`src/rtl/fp32_pkg.sv`:
```
// fp32_pkg: shared fp32 field widths, constants and FPU sequencer states.
package fp32_pkg;
  localparam int SIGN_W = 1;
  localparam int EXP_W = 8;
  localparam int FRAC_W = 23;
  localparam int EXP_BIAS = 127;
  localparam logic [EXP_W-1:0] EXP_MAX = 8'hFF;
  localparam logic [31:0] QNAN = 32'h7FC0_0000;
  typedef enum logic [1:0] {IDLE, DIV, NORM} state_t;
endpackage

```
`src/rtl/fp32_classify.sv`:
```
// fp32_classify: splits one fp32 operand into fields and flags zero (denormals flushed) and Inf/NaN.
module fp32_classify
  import fp32_pkg::*;
(
  input  logic [SIGN_W+EXP_W+FRAC_W-1:0] x,
  output logic                           sign,
  output logic [EXP_W-1:0]               expo,
  output logic [FRAC_W-1:0]              frac,
  output logic                           is_zero,
  output logic                           is_special
);
  assign {sign, expo, frac} = x;
  assign is_zero = expo == '0;
  assign is_special = &expo;
endmodule

```
`src/rtl/fdiv_seq.sv`:
```
// fdiv_seq: iterative fp32 divider, restoring division one quotient bit per clock, truncating.
module fdiv_seq
  import fp32_pkg::*;
#(
  parameter int WIDTH = 32,
  parameter int ITER = 25
) (
  input  logic             clk,
  input  logic             rst_n,
  input  logic             start,
  input  logic [WIDTH-1:0] a,
  input  logic [WIDTH-1:0] b,
  output logic             busy,
  output logic             done,
  output logic [WIDTH-1:0] out
);
  state_t state, state_nxt;
  logic sa, sb, za, zb, xa, xb;
  logic [EXP_W-1:0] ea_in, eb_in, ea, eb;
  logic [FRAC_W-1:0] fa_in, fb_in, frac;
  logic sign_r, accept, special, ge;
  logic [FRAC_W+2:0] rem;
  logic [FRAC_W:0] dvs;
  logic [ITER-1:0] q;
  logic [4:0] cnt;
  logic signed [9:0] e;
  logic [WIDTH-1:0] spec_out, norm_out;
  fp32_classify u_ca (.x(a), .sign(sa), .expo(ea_in), .frac(fa_in), .is_zero(za), .is_special(xa));
  fp32_classify u_cb (.x(b), .sign(sb), .expo(eb_in), .frac(fb_in), .is_zero(zb), .is_special(xb));
  always_ff @(posedge clk or negedge rst_n)
    if (!rst_n) state <= IDLE;
    else state <= state_nxt;
  always_comb
    state_nxt = state == IDLE ? (accept && !special ? DIV : IDLE) :
                state == DIV  ? (cnt == 0 ? NORM : DIV) : IDLE;
  always_comb begin
    busy = state != IDLE;
    accept = start && state == IDLE;
    special = xa || xb || za || zb;
    spec_out = (xa || xb || (za && zb)) ? QNAN :
               zb ? {sa ^ sb, EXP_MAX, {FRAC_W{1'b0}}} : {sa ^ sb, {WIDTH-1{1'b0}}};
    ge = rem >= {2'b0, dvs};
    frac = q[ITER-1] ? q[ITER-2:1] : q[ITER-3:0];
    e = $signed({2'b0, ea}) - $signed({2'b0, eb}) + $signed(10'(q[ITER-1] ? EXP_BIAS : EXP_BIAS - 1));
    norm_out = e <= 10'sd0   ? {sign_r, {WIDTH-1{1'b0}}} :
               e >= 10'sd255 ? {sign_r, EXP_MAX, {FRAC_W{1'b0}}} : {sign_r, e[EXP_W-1:0], frac};
  end
  // Datapath: operands latch on acceptance; the remainder keeps two spare bits so it never overflows.
  always_ff @(posedge clk or negedge rst_n)
    if (!rst_n) begin
      sign_r <= 1'b0;
      ea <= '0;
      eb <= '0;
      rem <= '0;
      dvs <= '0;
      q <= '0;
      cnt <= '0;
    end else if (accept && !special) begin
      sign_r <= sa ^ sb;
      ea <= ea_in;
      eb <= eb_in;
      rem <= {2'b01, fa_in};
      dvs <= {1'b1, fb_in};
      q <= '0;
      cnt <= 5'(ITER - 1);
    end else if (state == DIV) begin
      q[cnt] <= ge;
      rem <= (ge ? rem - {2'b0, dvs} : rem) << 1;
      cnt <= cnt == 0 ? 5'd0 : cnt - 5'd1;
    end
  always_ff @(posedge clk or negedge rst_n)
    if (!rst_n) begin
      out <= '0;
      done <= 1'b0;
    end else begin
      done <= (accept && special) || state == NORM;
      if (accept && special) out <= spec_out;
      else if (state == NORM) out <= norm_out;
    end
endmodule

```
`config.mk`:
```
export PLATFORM = sky130hd
export DESIGN_NAME = fdiv_seq
export DESIGN_NICKNAME = d
export VERILOG_FILES = /design/src/rtl/fp32_pkg.sv /design/src/rtl/fp32_classify.sv /design/src/rtl/fdiv_seq.sv
export SDC_FILE = /design/constraint.sdc
export NUM_CORES = 1
export LEC_CHECK = 0
export BUFFER_PORTS_ARGS = -buffer_cell sky130_fd_sc_hd__buf_2
export CAP_MARGIN = 20
export CELL_PAD_IN_SITES_DETAIL_PLACEMENT = 0
export CELL_PAD_IN_SITES_GLOBAL_PLACEMENT = 1
export CORE_ASPECT_RATIO = 1.4
export CORE_MARGIN = 5
export CORE_UTILIZATION = 25
export CTS_BUF_LIST = sky130_fd_sc_hd__clkbuf_8
export DETAILED_ROUTE_END_ITERATION = 8
export MAX_ROUTING_LAYER = met4
export PLACE_DENSITY_LB_ADDON = 0.1
export SLEW_MARGIN = 20
export SYNTH_ARGS = -nofsm -noshare
export SYNTH_HDL_FRONTEND = slang
export SYNTH_SLANG_ARGS = --single-unit
```
`constraint.sdc`:
```
create_clock -name clk -period 4.2 [get_ports clk]
set_clock_uncertainty 0.15 [all_clocks]
set_input_delay 0.42 -clock clk [delete_from_list [all_inputs] [get_ports clk]]
set_output_delay 0.42 -clock clk [all_outputs]
set_load 0.02 [all_outputs]
```
## After elaboration in Yosys (flattened, before gate mapping)

Index checks and enable logic that the tools add are counted.

- Register bits after elaboration: 132
- Input bits: 67
- Output and inout bits: 34
- Logic and storage cells: 65

- Add/sub/neg operators: 4
- Magnitude comparators: 5
- Equality and inequality tests: 2
- Muxes and demuxes: 23
- Bitwise gates (word level): 1
- Reduce and logical (&&, ||, !) cells: 20

Operators by type and width:

| kind | number |
|---|---|
| $mux W32 | 3 |
| $mux W31 | 3 |
| $mux W25 | 3 |
| $mux W26 | 2 |
| $ge A26 B24 Y1 | 1 |
| $bwmux W25 | 1 |
| $sub A25 B24 Y25 | 1 |
| $mux W23 | 1 |
| $logic_not A8 Y1 | 2 |
| $reduce_and A8 Y1 | 2 |
| $mux W5 | 3 |
| $add A9 B8 Y10 | 1 |
| $ge A10 B9 Y1 const B | 1 |
| $le A10 B1 Y1 const B | 1 |
| $sub A8 B8 Y9 | 1 |
| $lt A5 B6 Y1 const B | 1 |
| $mux W2 | 3 |
| $reduce_bool A2 Y1 | 3 |
| $demux W1 S5 | 1 |
| $ge A5 B1 Y1 const B | 1 |
| $logic_and A1 B1 Y1 | 5 |
| $logic_not A5 Y1 | 1 |
| $logic_or A1 B1 Y1 | 5 |
| $sub A5 B1 Y5 const B | 1 |
| 6 further kinds | 8 |

## Logic depth before layout (Yosys ltp)

Gate-level depths: netlist of run 1.

- Depth after elaboration: 8
- Gate-level depth with buffers: 14
- Depth with buffers taken out: 13

## Hierarchy

From an unflattened synthesis of run 1, not the netlist that was laid out.

- Cells, all modules: 978
- Area total of the unflattened synthesis: 8520.7 um2

Modules (own cells, without submodules):

| module | times used | cells each | area an instance (um2) | sequential area each (um2) |
|---|---|---|---|---|
| fdiv_seq | 1 | 902 | 7970.1 | 3303.2 |
| fp32_classify | 2 | 38 | 275.3 | 0.0 |

## Worst setup path after synthesis of run 1

OpenSTA, ideal clock, no wires.

- Path kind: register -> register
- Start: reg ea[0]
- End: reg out[23]
- Setup time: 0.147 ns
- Data arrival time: 2.822 ns
- Data required time: 3.903 ns
- Slack: 1.081 ns
- Stages on the path, launching flop included: 13
- Buffers on the path: 0
- Period minus slack after synthesis: 3.119 ns
- Cells stage by stage: dfrtp_1 inv_1 ha_1 inv_1 fa_1 a211o_1 a2111o_1 o311a_1 o21ai_2 o21ai_0 a2111o_1 a21boi_4 a211oi_1

- Cells in the longest elaborated chain, start to end: 7
- Elaborated cells between the ends (all ways): 8
- Those cells by class: 2 x add/sub; 2 x order compare; 4 x mux

RTL lines:

| item | RTL line | text |
|---|---|---|
| from (decl) | fdiv_seq.sv:19 | `logic [EXP_W-1:0] ea_in, eb_in, ea, eb;` |
| from (signal assigned) | fdiv_seq.sv:60 | `ea <= ea_in;` |
| $sub A8 B8 Y9 (*) | fdiv_seq.sv:44 | `e = $signed({2'b0, ea}) - $signed({2'b0, eb}) + $signed(10'(q[ITER-1] ? EXP_BIAS : EXP_BIAS - 1));` |
| $add A9 B8 Y10 (*) | fdiv_seq.sv:44 |  |
| $ge A10 B9 Y1 | fdiv_seq.sv:46 | `e >= 10'sd255 ? {sign_r, EXP_MAX, {FRAC_W{1'b0}}} : {sign_r, e[EXP_W-1:0], frac};` |
| $mux W31 | fdiv_seq.sv:46 |  |
| $mux W31 (*) | fdiv_seq.sv:45 | `norm_out = e <= 10'sd0 ? {sign_r, {WIDTH-1{1'b0}}} :` |
| $mux W32 (*) | fdiv_seq.sv:78 | `else if (state == NORM) out <= norm_out;` |
| $mux W32 (*) | fdiv_seq.sv:77 | `if (accept && special) out <= spec_out;` |
| to (signal assigned) | fdiv_seq.sv:77 |  |
| to (signal assigned) | fdiv_seq.sv:78 |  |
| to (decl) | fdiv_seq.sv:15 | `output logic [WIDTH-1:0] out` |

Mark *: on every way between the ends. The rest lies on a longest branch, timed or not. The select of a mux whose other input is x is not followed.
A chain may end at the register's enable or synchronous reset.

## Worst setup path after layout of run 1

- Start: reg ea[0]
- End: reg out[4]

Same word-level chain as after synthesis.

==> results.cfg, run 1 <==
[run_status]
status = finished, final reports clean

[job]
max-cap-violations = 0

[global_routing]
antenna_found_initial = 0
overflow = 0
grt_start_max_net_pins = 83
grt_pass1_vias = 7647
grt_pass1_wl_um = 42010
grtUsageTotal = 0.1480

[power_and_ir_drop]
peakVddDrop_uv = 321.3
p_comb_frac = 0.666
p_clk_frac = 0.117
power.internal_uw = 4987
power_switching_uw = 5092
sw_frac_of_total = 0.5052
seqPwrFrac = 0.217
p_leak_uw = 0.004432
powerDensity_nw_per_um2 = 995.6

[synth]
ys.flop_type = dfrtp_1
netlist_area_um2 = 8325
ys_top_cells_by_area = dfrtp_1 (40%), o21ai_0 (6.0%), ha_1 (5.9%)
ys_warn_count = 0
synth_edf_count = 0
synth_largest_area_cell = dfrtp_1
synthDistinctLibCells = 80
yosysTopAreaCellShare = 0.3968
syn_inst = 921
yosysMostFrequentCell = dfrtp_1
synth_fp_nets = 1029
synth_async_sr_flop_share = 1.000
yosysSeqAreaShare = 0.3968
avgSynthCellArea_um2 = 9.040
synth_common_cells = dfrtp_1 (132), nand2_1 (100), o21ai_0 (99)
ys_ff_latch = 132

[route]
vias = 7187
drc_errors = 0
wl_um = 25800
drtPass1Iterations = 4
post_drt_via_cell_ratio = 4.785
drtAntennaViolNets = 0
drtIter0Drc = 273
wl_per_cell_um = 17.18

[clocking]
clkSinkCount = 132
h-tree-depth = 4
cts_buffer_depth = 2
root_buffer = clkbuf_8
ctsResizeCount = 0
cts.clk_slew.worst_paths_ns = 0.09
cts_made_buffers = 17
insertion_delay_ns = 0.49
cts_tree = yes

[timing]
worst_pin_slew_ns = 0.8704
drv_slew = 0
post-route-period-util = 0.8715
min_period_ns = 3.660
rsz0062_at_grt = false
setup_tns_ns = 0
slew-limit-headroom = 0.4197
setup_viol = 0
hold_viol = 0
fmax_mhz = 273.2

[cells_and_area]
fin_cells = 1502
drive_gt1_frac = 0.1902
diodes = 0
areaGrowthSynthToFinish_pct = 21.60
layout.nets = 1152

[setup_path]
cp-start-kind = flip-flop
cpMaxStageDelayCell = nor4_4
end_kind = flip-flop
path_cells = inv_1, ha_1, inv_1, fa_1, xnor2_2, nand2_1, a21oi_1, a211o_1, a211o_1, a21oi_2, nor4_4, buf_4, a32o_1
cp.arrival_ns = 3.94
setup.worst_path.class = flip-flop to flip-flop
path_delay_family = compound AO/OA/AOI/OAI gates
crit_fanout = 15
critPathMaxStageDelay_ns = 0.54
cp.required_ns = 4.48
crit_buf_inv = 3

[floorplanning]
die_h_um = 225.9
rows = 79
coreArea_um2 = 33110
fp.dieW_um = 164.2
dieArea_um2 = 37100
io_pins = 101
start_util = 0.2514

[placed_design]
gp_congestion = 0.7902
hpwl_um = 18820
dp.cells = 1431
io_buffers = 100

[worst_hold_path]
hp-class = input port to flip-flop
[metal layers]
layer  vias to the layer above  wire length, um  GRT usage
li1                       3607                -          -
met1                      3448            10870     0.1687
met2                       109            13720     0.2664
met5                         -                0          -
met4                         0              356    0.04196
met3                        23              854    0.02374
[path summary, 6_finish.rpt]
check | startpoint | endpoint | slack [ns] | depth (start not counted)
max | ea[0] | out[4] | 0.54 | 13
min | b[1] | dvs[1] | 0.03 | 3
max reg2reg | ea[0] | out[4] | 0.54 | 13
min reg2reg | dvs[23] | dvs[23] | 0.31 | 2
max in group asynchronous | rst_n | cnt[3] | 2.66 | 3
min in group asynchronous | rst_n | dvs[3] | 0.43 | 2
[sequential cells by signal, indices dropped and copies added (netlist names)]
name,cells
cnt,5
done,1
dvs,24
ea,8
eb,8
out,32
q,25
rem,26
sign_r,1
state,2
[worst reg2reg max path: cells and delay by family, from the launching register on]
kind	cells	cell delay (ns)
AO/OA/AOI/OAI	5	0.89
AND/OR/NAND/NOR	2	0.75
adder cells (fa/ha/maj)	2	0.64
buffers and inverters	3	0.44
XOR/XNOR	1	0.38
flip-flops	1	0.36
[repair_timing]
action	in CTS	in global routing
hold buffers	39	0
setup buffers	0	0
hold endpoints to repair	119	0
[power groups by stage]
| stage | logic, uW | clock network (uW) | registers, uW |
|---|---|---|---|
| 2_1_floorplan | 5030 | 0 | 2240 |
| 3_3_place_gp | 6770 | 0 | 2220 |
| 3_5_place_dp | 6780 | 0 | 2220 |
| 4_1_cts | 6840 | 1250 | 2200 |
| 5_1_grt | 7560 | 1270 | 2260 |
| 6_report | 6710 | 1180 | 2180 |
[cells by family (layout without fill, tap and decap cells)]
logic type / count (synthesis) / in the layout / synth area share
mux: 36 / 36 / 0.04674
xor+xnor: 28 / 28 / 0.03352
fa+ha+maj: 41 / 41 / 0.06342
flops: 132 / 132 / 0.3968
simple gates: 294 / 294 / 0.1737
compound gates: 283 / 283 / 0.2332
buf+inv: 107 / 243 / 0.05260
[final cells by class]
class	instances	area, um2
Timing Repair Buffer	157	1057
Inverter	54	202.7
Tap cell	445	556.8
Fill cell	3544	22990
Sequential cell	132	3303
Multi-Input combinational cell	682	4592
Clock buffer	18	247.7
Clock inverter	14	163.9
[layout by cell type (no fill, tap or decap), types with 6 or more instances in the layout]
cell,instances
buf_2,99
mux2_2,23
a21oi_1,38
nor2_1,49
mux2i_1,13
o21ai_0,99
a211oi_1,10
xor2_1,8
o2111ai_1,8
nor3b_1,6
o21a_1,13
nand3_1,55
nor2b_1,7
nand2_1,100
o211ai_1,7
and3_1,7
dfrtp_1,132
a32o_1,22
inv_1,55
o31a_1,6
ha_1,39
xnor2_1,17
buf_4,16
a21o_1,6
inv_6,8
nor3_1,16
clkbuf_8,18
a31oi_1,13
a22oi_1,14
dlygate4sd3_1,39
nand4_1,12
[through the flow]
stage	power, uW	area [um2]	worst slack, ns	hold slack [ns]	utilization
6_report	10080	10120	0.5397	0.02896	0.3057
5_1_grt	11090	10120	0.2072	0.01104	0.3057
4_1_cts	10280	10120	0.5011	0.0003402	0.3057
3_5_place_dp	9004	9321	0.5166	0.2944	0.2815
3_3_place_gp	8994	9314	0.2470	0.2860	0.2813
2_1_floorplan	7274	8325	1.081	-0.02559	-
No activity file was read; power rests on OpenSTA's default activity.
==> inputs of run 2 (changes only) <==
--- a/config.mk
+++ b/config.mk
@@ -5,7 +5,7 @@
 export SDC_FILE = /design/constraint.sdc
 export NUM_CORES = 1
 export LEC_CHECK = 0
-export BUFFER_PORTS_ARGS = -buffer_cell sky130_fd_sc_hd__buf_2
+export BUFFER_PORTS_ARGS = -buffer_cell sky130_fd_sc_hd__clkbuf_2
 export CAP_MARGIN = 20
 export CELL_PAD_IN_SITES_DETAIL_PLACEMENT = 0
 export CELL_PAD_IN_SITES_GLOBAL_PLACEMENT = 1
@@ -15,7 +15,7 @@
 export CTS_BUF_LIST = sky130_fd_sc_hd__clkbuf_8
 export DETAILED_ROUTE_END_ITERATION = 8
 export MAX_ROUTING_LAYER = met4
-export PLACE_DENSITY_LB_ADDON = 0.1
+export PLACE_DENSITY = 0.46
 export SLEW_MARGIN = 20
 export SYNTH_ARGS = -nofsm -noshare
 export SYNTH_HDL_FRONTEND = slang
==> results.cfg, run 2 (same netlist as run 1, synthesis figures left out) <==
[run_status]
status = finished, final reports clean

[floorplanning]
rows = 79
coreArea_um2 = 33110
die_h_um = 225.9
fp.dieW_um = 164.2
dieArea_um2 = 37100
io_pins = 101
start_util = 0.2514

[power_and_ir_drop]
p_total_uw = 10020
power_switching_uw = 5105
p_clk_frac = 0.110
peakVddDrop_uv = 314.8
sw_frac_of_total = 0.5097
powerDensity_nw_per_um2 = 1003
p_leak_uw = 0.004362
p_comb_frac = 0.671
power.internal_uw = 4911
seqPwrFrac = 0.219

[route]
drc_errors = 0
drtAntennaViolNets = 0
drtPass1Iterations = 6
drtIter0Drc = 255
post_drt_via_cell_ratio = 4.822
vias = 7199
wl_per_cell_um = 17.40
wl_um = 25970

[global_routing]
antenna_found_initial = 0
grtUsageTotal = 0.1489
overflow = 0
grt_pass1_vias = 7621
grt_pass1_wl_um = 42210
grt_start_max_net_pins = 82

[clocking]
root_buffer = clkbuf_8
h-tree-depth = 4
insertion_delay_ns = 0.49
clkSinkCount = 132
ctsResizeCount = 0
cts.clk_slew.worst_paths_ns = 0.08
cts_made_buffers = 17
cts_buffer_depth = 2
hold_buffers = 31
cts_setup_buffers = 0
cts_tree = yes

[setup_path]
crit_buf_inv = 3
setup.worst_path.class = flip-flop to flip-flop
path_delay_family = compound AO/OA/AOI/OAI gates
cp.arrival_ns = 3.98
path_cells = inv_1, ha_1, inv_1, fa_1, xnor2_2, nand2_1, a21oi_1, a211o_1, a211o_1, a21oi_2, nor4_4, buf_4, a32o_1
cp-start-kind = flip-flop
critPathMaxStageDelay_ns = 0.58
cpMaxStageDelayCell = nor4_4
crit_fanout = 14
end_kind = flip-flop
cp.required_ns = 4.47

[cells_and_area]
stdcell_area_um2 = 9987
reg_top3 = out x32, rem x26, q x25
regMostFlops = out
layout_common_cells = dfrtp_1 (132), nand2_1 (100), o21ai_0 (99), clkbuf_2 (99)
areaGrowthSynthToFinish_pct = 19.96
layout.nets = 1143
largest_reg_flops = 32
drive_gt1_frac = 0.1908
final_common_cell = dfrtp_1
diodes = 0

[timing]
hold_viol = 0
setup_tns_ns = 0
slew-limit-headroom = 0.3560
setup_viol = 0
fmax_mhz = 269.4
post-route-period-util = 0.8837
min_period_ns = 3.711
rsz0062_at_grt = false
whs_ns = 0.02909
drv_slew = 0
worst_pin_slew_ns = 0.9659

[job]
max-cap-violations = 0

[placed_design]
dpl_cell_area_um2 = 9289
hpwl_um = 18950
io_buffers = 100
gp_congestion = 0.7529

[worst_hold_path]
hp-class = input port to flip-flop
## run 2: tightest hold or removal path, cell delays in order
cell and delay, ns:
clkbuf_2 0.11, nand2_1 0.06, nand2_1 0.04
## run 2: layer usage
layer  global-route usage  vias up  routed length [um]
li1                     -     3592                   -
met1               0.1733     3483               11180
met2               0.2627      104               13760
met3              0.02355       20                 646
met4              0.04467        0                 389
met5                    -        -                   0
## run 2: power by group through the flow
stage	sequential (uW)	clock, uW	combinational (uW)
4_1_cts	2200	1160	6840
6_report	2190	1110	6720
5_1_grt	2270	1210	7540
3_5_place_dp	2230	0	6780
2_1_floorplan	2240	0	5030
3_3_place_gp	2220	0	6770
## run 2: cell type report
| type | instances | area [um2] |
|---|---|---|
| flip-flops and latches | 132 | 3303 |
| inverters | 54 | 202.7 |
| clock buffers | 19 | 261.5 |
| multi-input cells | 682 | 4592 |
| well taps | 445 | 556.8 |
| repair buffers | 148 | 944.7 |
| fillers | 3589 | 23130 |
| clock inverters | 13 | 126.4 |
## run 2: final timing paths
path | startpoint | endpoint | slack [ns] | depth (start not counted)
setup / recovery | ea[0] | out[14] | 0.49 | 13
hold / removal | a[29] | ea[6] | 0.03 | 3
setup reg to reg | ea[0] | out[14] | 0.49 | 13
hold reg to reg | dvs[23] | dvs[23] | 0.30 | 2
max in group asynchronous | rst_n | rem[21] | 2.59 | 3
min in group asynchronous | rst_n | dvs[4] | 0.40 | 2
## run 2: through the flow
stage	util	std cells	setup WS (ns)
floorplan	-	921	1.081
global placement	0.2803	1429	0.2144
detailed placement	0.2805	1430	0.4536
CTS	0.3016	1493	0.4318
global route	0.3016	1493	0.1899
finish	0.3016	1493	0.4886
==> inputs of run 3 (changes only) <==
--- a/config.mk
+++ b/config.mk
@@ -5,6 +5,7 @@
 export SDC_FILE = /design/constraint.sdc
 export NUM_CORES = 1
 export LEC_CHECK = 0
+export ABC_AREA = 1
 export BUFFER_PORTS_ARGS = -buffer_cell sky130_fd_sc_hd__clkbuf_2
 export CAP_MARGIN = 20
 export CELL_PAD_IN_SITES_DETAIL_PLACEMENT = 0
@@ -15,7 +16,7 @@
 export CTS_BUF_LIST = sky130_fd_sc_hd__clkbuf_8
 export DETAILED_ROUTE_END_ITERATION = 8
 export MAX_ROUTING_LAYER = met4
-export PLACE_DENSITY = 0.46
+export PLACE_DENSITY = 0.48
 export SLEW_MARGIN = 20
 export SYNTH_ARGS = -nofsm -noshare
 export SYNTH_HDL_FRONTEND = slang
==> results.cfg, run 3 <==
[setup_path]
cp-startpoint = ea[0]
cpMaxStageDelayCell = fa_1
r2r_setup_slack_ns = 1.13
critPathMaxStageDelay_ns = 0.41
crit_top_cell = inv_1
reg2reg_from = ea[0]
r2r_cells = 18
cp.depth = 18
end_kind = flip-flop
crit_buf_inv = 5
cp.required_ns = 4.45
crit_path_end = out[16]
path_delay_family = simple AND/OR/NAND/NOR gates
r2r-end = out[16]
setup.worst_path.class = flip-flop to flip-flop
crit_fanout = 19
cp.arrival_ns = 3.32
cp-start-kind = flip-flop
path_cells = inv_1, ha_1, inv_1, fa_1, inv_1, ha_1, inv_1, a21oi_2, nand3_2, nor2_4, nand3_2, nand3_1, nand2_1, nand3_1, nand2_2, inv_4, nand3_1, o21ai_1

[timing]
drv_slew = 0
setup_viol = 0
hold_viol = 0
min_period_ns = 3.074
slew-limit-headroom = 0.3097
fmax_mhz = 325.3
rsz0062_at_grt = false
whs_ns = 0.04231
setup_tns_ns = 0
worst_pin_slew_ns = 1.036
setup_slack_ns = 1.126
post-route-period-util = 0.7320

[placed_design]
io_buffers = 100
gp_congestion = 0.8509
hpwl_um = 20140
dpl_cell_area_um2 = 9360
place_ws_ns = 1.063

[cells_and_area]
areaGrowthSynthToFinish_pct = 20.10
reg_top3 = out x32, rem x26, q x25
layout.nets = 1395
layout_common_cells = nand2_1 (341), inv_1 (139), dfrtp_1 (132)
regArea_um2 = 3303
final_common_cell = nand2_1
multi_input_area_um2 = 4374
regMostFlops = out
stdcell_area_um2 = 10070
nFillCells = 3759
drive_gt1_frac = 0.1308
largest_reg_flops = 32
diodes = 0

[route]
wl_um = 26410
post_drt_via_cell_ratio = 4.442
vias = 7752
drc_errors = 0
wl_per_cell_um = 15.14
drtPass1Iterations = 6
drtIter0Drc = 383
drtAntennaViolNets = 0

[floorplanning]
coreArea_um2 = 33210
rows = 79
dieArea_um2 = 37360
die_h_um = 226.7
io_pins = 101
start_util = 0.2525
fp.dieW_um = 164.8

[global_routing]
overflow = 0
grt_pass1_vias = 8059
grt_pass1_wl_um = 42830
grtUsageTotal = 0.1514
antenna_found_initial = 0
grt_start_max_net_pins = 75

[clocking]
h-tree-depth = 4
cts_buffer_depth = 2
cts_tree = yes
cts.clk_slew.worst_paths_ns = 0.08
insertion_delay_ns = 0.48
cts_made_buffers = 17
root_buffer = clkbuf_8
cts_setup_buffers = 0
clkSinkCount = 132

[synth]
synthSimpleGateAreaFrac = 0.2902
synthXorXnorAreaFrac = 0.02402
ys_top_cells_by_area = dfrtp_1 (39%), nand2_1 (15%), o21ai_0 (6.3%)
synth-adder-area-share = 0.06296
synthMuxAreaShare = 0.003580
netlist_area_um2 = 8387
synth_fp_nets = 1275
synthDistinctLibCells = 43
synth_edf_count = 0
yosysMostFrequentCell = nand2_1
yosysTopAreaCellShare = 0.3939
synth_compound_area_frac = 0.1402
synth_common_cells = nand2_1 (341), inv_1 (137), dfrtp_1 (132)
ys_warn_count = 0
synth_top_family_by_area = simple AND/OR/NAND/NOR gates
ys.flop_type = dfrtp_1
synth_async_sr_flop_share = 1.000
syn_inst = 1167
yosysSeqAreaShare = 0.3939
synth_largest_area_cell = dfrtp_1
avgSynthCellArea_um2 = 7.187
ys_ff_latch = 132

[worst_hold_path]
hp-class = input port to flip-flop
hold_path_startpoint = a[7]

[job]
max-cap-violations = 0

[run_status]
status = finished, final reports clean
run 3: cell count changes in the layout (fill, tap and decap cells not counted), moves of 22 or more:
cell,before,now
nand3_1,55,95
nor2_1,49,86
a32o_1,22,0
mux2_2,23,0
nand2_1,100,341
a21oi_1,38,62
inv_1,55,139
run 3: cells by family (layout without fill, tap and decap cells):
group,count (synthesis),count (layout)
fa+ha+maj,41,41
mux,3,3
buf+inv,181,314
flops,132,132
simple gates,574,574
compound gates,213,213
xor+xnor,23,23
run 3: per-stage QoR:
step | utilization | instances
floorplan | - | 1167
global placement | 0.2818 | 1682
detailed placement | 0.2818 | 1682
CTS | 0.3033 | 1745
global route | 0.3033 | 1745
finish | 0.3033 | 1745
run 3: worst reg2reg max path, cell delays in order, from the launching register on:
cell and delay, ns:
dfrtp_1 0.35, inv_1 0.05, ha_1 0.18, inv_1 0.09, fa_1 0.41, inv_1 0.10, ha_1 0.17, inv_1 0.06
a21oi_2 0.16, nand3_2 0.14, nor2_4 0.13, nand3_2 0.09, nand3_1 0.08, nand2_1 0.10, nand3_1 0.15, nand2_2 0.13
inv_4 0.19, nand3_1 0.14, o21ai_1 0.13
run 3: worst min path at each step:
stage                   to  slack, ns  depth (start not counted)
floorplan           cnt[0]      -0.03                          0
global placement     ea[3]       0.31                          1
detailed placement   ea[3]       0.32                          1
CTS                 rem[7]      0.007                          3
global route        rem[7]       0.02                          3
finish              rem[7]       0.04                          3
run 3: what timing repair did:
item | CTS | global route
hold buffers | 31 | 0
gates resized for setup | 0 | 0
hold endpoints to repair | 88 | 0
run 3: layout make-up:
class,count,area share
inverter,141,0.05279
timing repair buffer,141,0.08981
clock inverter,15,0.01665
clock buffer,17,0.02323
sequential,132,0.3279
multi-input combinational,854,0.4343
tap,445,0.05528
run 3: routing by layer:
| layer | GRT usage | routed length [um] | vias up | part of all wire |
|---|---|---|---|---|
| li1 | - | - | 4033 | - |
| met2 | 0.2788 | 14370 | 100 | 0.54 |
| met5 | - | 0 | - | 0 |
| met4 | 0.04107 | 377 | 0 | 0.014 |
| met3 | 0.02582 | 739 | 28 | 0.028 |
| met1 | 0.1670 | 10920 | 3591 | 0.41 |
Power of run 3 is left out: the tool's default activity adds up to more than one toggle a clock period on the data nets, which glitch-free logic cannot reach.
